$ cat src/rtl/ps_lane_scheduler.sv
`default_nettype none
// ============================================================================
// Module      : ps_lane_scheduler
// Description : Shares one parallel-to-serial converter among four byte-wide
//               lane requesters. Runs on clk_32f and derives byte slots with
//               an internal divide-by-8 counter. Each slot grants one lane
//               round-robin (bounded burst) or loads the idle symbol. A sync
//               preamble of idle slots precedes grants after reset/re-enable.
// Ports       : clk_32f   - bit clock, all logic on rising edge
//               reset     - synchronous active-high reset
//               enable    - run enable, sampled at slot boundaries only
//               valid_in  - per-lane request
//               data_in   - packed lane bytes, lane i at [8i+7:8i]
//               ready_out - one-hot consume strobe (boundary cycle only)
//               ser_load  - one-cycle capture pulse for the serializer
//               ser_data  - byte for the serializer
//               ser_valid - 1 when ser_data is lane data
//               ser_lane  - lane index of ser_data (0 when idle)
//               active    - high while scheduler is in ACTIVE
// Revision    : 1.0 - initial release
// ============================================================================
module ps_lane_scheduler #(
    parameter logic [7:0] IDLE_SYM   = 8'hBC,
    parameter int         SYNC_SLOTS = 4,
    parameter int         MAX_BURST  = 4
) (
    input  logic        clk_32f,
    input  logic        reset,
    input  logic        enable,
    input  logic [3:0]  valid_in,
    input  logic [31:0] data_in,
    output logic [3:0]  ready_out,
    output logic        ser_load,
    output logic [7:0]  ser_data,
    output logic        ser_valid,
    output logic [1:0]  ser_lane,
    output logic        active
);

    localparam logic [1:0] c_SYNC   = 2'd0;
    localparam logic [1:0] c_ACTIVE = 2'd1;
    localparam logic [1:0] c_PAUSE  = 2'd2;

    localparam logic [7:0] c_SYNC_LAST = 8'(SYNC_SLOTS - 1);
    localparam logic [3:0] c_MAX_BURST = 4'(MAX_BURST);

    logic [1:0] r_state;
    logic [1:0] w_state_nxt;
    logic [2:0] r_bit_cnt;
    logic [7:0] r_sync_cnt;
    logic [1:0] r_ptr;
    logic [3:0] r_burst_cnt;
    logic [1:0] r_last_lane;
    logic [7:0] r_ser_data;
    logic       r_ser_valid;
    logic [1:0] r_ser_lane;
    logic       r_ser_load;
    logic       r_active;

    logic       w_boundary;
    logic       w_sync_done;
    logic       w_found;
    logic [1:0] w_grant;
    logic [1:0] w_idx;
    logic       w_do_grant;
    logic [3:0] w_burst_new;

    assign w_boundary  = (r_bit_cnt == 3'd7);
    assign w_sync_done = (r_sync_cnt == c_SYNC_LAST);

    // Round-robin search starting at the priority pointer.
    always_comb begin
        w_found = 1'b0;
        w_grant = r_ptr;
        w_idx   = 2'd0;
        for (int k = 0; k < 4; k++) begin
            w_idx = r_ptr + 2'(k);
            if (!w_found && valid_in[w_idx]) begin
                w_found = 1'b1;
                w_grant = w_idx;
            end
        end
    end

    // A zero burst count after an idle slot makes both branches yield 1.
    assign w_burst_new = (w_grant == r_last_lane) ? (r_burst_cnt + 4'd1) : 4'd1;

    // State register
    always_ff @(posedge clk_32f) begin
        if (reset) begin
            r_state <= c_SYNC;
        end else begin
            r_state <= w_state_nxt;
        end
    end

    // Next-state logic: transitions only on slot boundaries
    always_comb begin
        w_state_nxt = r_state;
        if (w_boundary) begin
            case (r_state)
                c_SYNC:   if (w_sync_done) w_state_nxt = c_ACTIVE;
                c_ACTIVE: if (!enable)     w_state_nxt = c_PAUSE;
                c_PAUSE:  if (enable)      w_state_nxt = c_SYNC;
                default:                   w_state_nxt = c_SYNC;
            endcase
        end
    end

    // Output logic: grant strobe exists only in the boundary cycle
    always_comb begin
        w_do_grant = 1'b0;
        ready_out  = 4'b0000;
        if (!reset && w_boundary && (r_state == c_ACTIVE) && enable && w_found) begin
            w_do_grant = 1'b1;
            ready_out  = 4'b0001 << w_grant;
        end
    end

    // Slot timing, serializer byte and arbitration bookkeeping
    always_ff @(posedge clk_32f) begin
        if (reset) begin
            r_bit_cnt   <= 3'd0;
            r_sync_cnt  <= 8'd0;
            r_ptr       <= 2'd0;
            r_burst_cnt <= 4'd0;
            r_last_lane <= 2'd0;
            r_ser_data  <= IDLE_SYM;
            r_ser_valid <= 1'b0;
            r_ser_lane  <= 2'd0;
            r_ser_load  <= 1'b0;
            r_active    <= 1'b0;
        end else begin
            r_bit_cnt  <= r_bit_cnt + 3'd1;
            r_ser_load <= w_boundary;
            r_active   <= (w_state_nxt == c_ACTIVE);
            if (w_boundary) begin
                if (w_do_grant) begin
                    r_ser_data  <= data_in[{w_grant, 3'b000} +: 8];
                    r_ser_valid <= 1'b1;
                    r_ser_lane  <= w_grant;
                    r_last_lane <= w_grant;
                    // Holding the pointer on the granted lane keeps its
                    // priority until the burst limit hands it onward.
                    if (w_burst_new == c_MAX_BURST) begin
                        r_ptr       <= w_grant + 2'd1;
                        r_burst_cnt <= 4'd0;
                    end else begin
                        r_ptr       <= w_grant;
                        r_burst_cnt <= w_burst_new;
                    end
                end else begin
                    r_ser_data  <= IDLE_SYM;
                    r_ser_valid <= 1'b0;
                    r_ser_lane  <= 2'd0;
                    r_burst_cnt <= 4'd0;
                end
                if (r_state == c_SYNC) begin
                    r_sync_cnt <= w_sync_done ? 8'd0 : (r_sync_cnt + 8'd1);
                end else if ((r_state == c_PAUSE) && enable) begin
                    r_sync_cnt <= 8'd0;
                end
            end
        end
    end

    assign ser_load  = r_ser_load;
    assign ser_data  = r_ser_data;
    assign ser_valid = r_ser_valid;
    assign ser_lane  = r_ser_lane;
    assign active    = r_active;

endmodule
`default_nettype wire

$ cat config.mk
export PLATFORM = sky130hd
export DESIGN_NAME = ps_lane_scheduler
export DESIGN_NICKNAME = d
export VERILOG_FILES = /design/src/rtl/ps_lane_scheduler.sv
export SDC_FILE = /design/constraint.sdc
export NUM_CORES = 1
export LEC_CHECK = 0
export CORE_ASPECT_RATIO = 1.4
export CORE_MARGIN = 8
export CORE_UTILIZATION = 42
export DETAILED_ROUTE_END_ITERATION = 6
export PLACE_DENSITY = 0.82
export RECOVER_POWER = 50
export SYNTH_ARGS = -nofsm -noshare
export SYNTH_HDL_FRONTEND = slang
export SYNTH_SLANG_ARGS = --single-unit
$ cat constraint.sdc
create_clock -name clk_32f -period 2 [get_ports clk_32f]
set_input_delay 0.2 -clock clk_32f [delete_from_list [all_inputs] [get_ports clk_32f]]
set_output_delay 0.2 -clock clk_32f [all_outputs]
set_load 0.1 [all_outputs]
==> run summary <==
The final count of negative-setup-slack endpoints came out at 0. The final critical-path share of the clock period came out at 99.7%. Counting flops with a built-in enable in the synthesized netlist gives 0. The power per standard cell area is 539 nW/um^2.

The share of layout cells above drive strength 1 came out at 28.0%. Yosys mapped the design onto 46 distinct sky130hd cell types. The port buffer count came out at 55. In the post-synthesis netlist, the biggest area contributors are sky130_fd_sc_hd__dfxtp_1, sky130_fd_sc_hd__mux2i_1, sky130_fd_sc_hd__ha_1.

Walking the worst path, the cells encountered are buf_4 -> nand2_1 -> o2111ai_4 -> nand2_4 -> inv_2 -> ha_1 -> and2_4 -> buf_12. The number of sinks on the clock net came out at 34. The fraction of post-synthesis cell area in the top cell type by area is 36.4%. Prior to clock tree synthesis, the placed netlist has a worst setup slack of -0.471 ns.

The area growth from synthesis to layout is 56.5%. In the synthesized netlist the async set-or-reset flop fraction comes to 0%. Setup slack closes at 0.00589 ns. The type of the worst setup path is flop to primary output. The final hold slack is 0.422 ns.

The synthesized netlist cell count came out at 204. The half-perimeter wire length after detailed placement came out at 3890 um. Summing the areas of all compound-gate instances in the mapped netlist gives 13.5% of the synthesized area. The area of the placeable core is 4240 um^2. The tightest min-delay check is of the flop to flop type.

For this run, the number of Yosys warnings is 0. The signal arrival time at the worst endpoint came out at 1.79 ns. The headroom to the max-slew limit came out at 22.2%. Counting instances in the post-synthesis netlist gives the leading cell types as sky130_fd_sc_hd__dfxtp_1, sky130_fd_sc_hd__mux2i_1, sky130_fd_sc_hd__nand2_1, sky130_fd_sc_hd__nor2_1, sky130_fd_sc_hd__a21oi_1.

The number of nets with antenna violations after detailed routing came out at 0. The first global-routing pass estimated 8980 um of wire. The data required time at the worst endpoint came out at 1.80 ns. The clock input transition at the sequential cells of the worst setup and hold paths came out at 0.07 ns.

The dominant combinational cell family by area after synthesis is simple AND/OR/NAND/NOR gates. The last weighted congestion value of the routability-driven placer is 0.824. The worst-case clock buffer depth came out at 2. The pin count of the biggest net entering global routing is 20. The actual transition at the worst max-transition pin came out at 1.17 ns. The cell sitting at the root of the clock tree is a sky130_fd_sc_hd__clkbuf_8. The number of cell rows came out at 28. The part of the Yosys area used for sequential elements came out at 36.4%. The mapped cell area came out at 1870 um^2. The count of inserted antenna diode cells came out at 0. The achievable frequency came out at 501 MHz. The final global-route overflow total is 0. The floorplan die area is 6870 um^2.

Setup repair after global routing could not meet its margin everywhere. The number of top-level pins came out at 56. The synthesized-area fraction occupied by adder cells is 5.35%.

The total routing resource utilization after global routing came out at 16.4%. The number of nets in the layout came out at 340. The tool flagged a number of max-cap violations equal to 0.

The run finished with clean final reports. The total clock buffers created by CTS came out at 5. The count of unresolved DRC violations after routing is 0. The largest stage delay on the critical path came out at 0.34 ns. Among all cell types in the netlist, the one instantiated most often is sky130_fd_sc_hd__dfxtp_1.

The x dimension of the die is 72.4 um. The number of hold violations in the final report is 0. The number of antenna violations at the first check in global routing came out at 0. The number of design-rule violations left by the first detailed-router iteration came out at 98. The sum of internal, switching and leakage power is 0.00158 W. The maximum VDD drop came out at 0.331 mV.

The via density per instance is 5.37. The multi-input logic area is 1230 um^2. The static leakage power came out at 1.21 nW.

The worst setup path is captured at a primary output. The slowest stage of the critical path is the sky130_fd_sc_hd__dfxtp_1 cell. The worst setup path is launched from a flop.

The post-synthesis mux area share came out at 14.5%. The maximum level of the CTS H-tree came out at 2. Summing the areas of all and, or, nand and nor instances in the mapped netlist gives 22.2% of the synthesized area. The clock reaches the later pin of the worst-skew pair after 0.29 ns. The setup clock skew after layout came out at 0.00213 ns. TritonCTS built the clock tree. The post-synthesis net count came out at 251.

The initial utilization of the core area, before any placement, comes to 44.1%. The number of flip-flops and latches in the synthesized netlist is 34. The synthesized area per cell is 9.16 um^2.

The filler cell count in the final layout is 299. The routed length per placed instance is 15.6 um. After Yosys synthesis, XOR and XNOR cells account for 4.69% of the synthesized area. The total via count after detailed routing is 1896. After layout, the minimum clock period comes to 1.99 ns.

In the synthesized netlist the dominant register cell turns out to be sky130_fd_sc_hd__dfxtp_1. The via count of the first global-routing pass came out at 2064. The number of pins with negative max-slew slack in the final report came out at 0. The library cell with the largest summed area after synthesis is sky130_fd_sc_hd__dfxtp_1.

The vertical die dimension is 94.9 um. The post-detailed-routing wire length came out at 5510 um. The flip-flop and latch area is 684 um^2. The first-pass iteration count of the detailed router is 5.

The maximum fanout along the worst path is 6.
repair_timing:
action                                  4_1_cts  5_1_grt
pin swaps                                     7        4
setup buffers                                 7        2
cloned                                        0        0
endpoints found under the setup margin       20       21
hold buffers                                  0        0
resized for setup                            20       11
report_power, final:
group | internal, W | switching (W)
Combinational | 0.000146 | 0.0000957
Sequential | 0.000681 | 0.00000210
Clock | 0.000399 | 0.000254
logic make-up after synthesis:
| family | Yosys count |
|---|---|
| compound gates | 36 |
| xor+xnor | 10 |
| fa+ha+maj | 8 |
| buf+inv | 15 |
| flops | 34 |
| mux | 27 |
| simple gates | 74 |
registers in the layout, summed over array words and instances (netlist names):
signal	flops
active	1
r_bit_cnt	3
r_burst_cnt	4
r_last_lane	2
r_ptr	2
r_state	2
r_sync_cnt	8
ser_data	8
ser_lane	2
ser_load	1
ser_valid	1
per-layer routing:
layer	wire length, um	vias up	GRT usage, %	part of all wire [%]
met2	2760	87	29.0	50
met5	0	-	0	0
met3	461	24	7.42	8.4
met4	201	0	8.71	3.6
met1	2090	872	15.5	38
li1	-	913	-	-
worst max-delay path, delay by kind of cell, from the launching register on:
kind                     cells  cell delay [ns]
AND/OR/NAND/NOR              3             0.37
flip-flops                   1             0.34
adder cells (fa/ha/maj)      1             0.15
buffers and inverters        3             0.40
AO/OA/AOI/OAI                1             0.23
metrics by stage:
stage,instance area (um^2),TNS (ns),utilization [%],instances
final,2930,0,69.0,353
after global routing,2930,-0.269,69.0,353
after CTS,2900,0,68.3,351
after detailed placement,2680,-6.82,63.2,337
after global placement,2680,-6.01,63.2,337
after floorplan,1870,-0.510,-,204
placed cells by master, fill, tap and decap left out, types with 4 or more instances in the layout:
cell type                         netlist  routed
sky130_fd_sc_hd__a21oi_1               10       9
sky130_fd_sc_hd__a22o_1                 4       4
sky130_fd_sc_hd__and2_4                 1       4
sky130_fd_sc_hd__buf_12                 0       4
sky130_fd_sc_hd__buf_4                  1      33
sky130_fd_sc_hd__clkbuf_2               0      11
sky130_fd_sc_hd__clkbuf_8               0       6
sky130_fd_sc_hd__clkdlybuf4s50_1        0      34
sky130_fd_sc_hd__dfxtp_1               34      33
sky130_fd_sc_hd__ha_1                   8       6
sky130_fd_sc_hd__inv_1                  5       4
sky130_fd_sc_hd__mux2i_1               27      27
sky130_fd_sc_hd__nand2_1               16      14
sky130_fd_sc_hd__nand3_1                4       4
sky130_fd_sc_hd__nor2_1                16      16
sky130_fd_sc_hd__nor2b_1                4       4
sky130_fd_sc_hd__o22a_1                 5       5
sky130_fd_sc_hd__xor2_1                 7       7
final cells by class:
cell class	count	share of cell area, %
Multi-Input combinational cell	155	42.0
Timing Repair Buffer	92	27.5
Sequential cell	34	23.4
Clock buffer	6	2.82
Tap cell	60	2.57
Clock inverter	1	1.03
Inverter	5	0.642
final timing paths:
path / start / endpoint / slack, ns / cells past startpoint
max: r_ptr[1] / ready_out[0] / 0.006 / 8
max reg2reg: r_ptr[0] / r_burst_cnt[2] / 0.04 / 8
min reg2reg: r_bit_cnt[0] / r_bit_cnt[0] / 0.42 / 1
min: r_bit_cnt[0] / r_bit_cnt[0] / 0.42 / 1
Note: power is estimated with default switching activity, not from simulation.
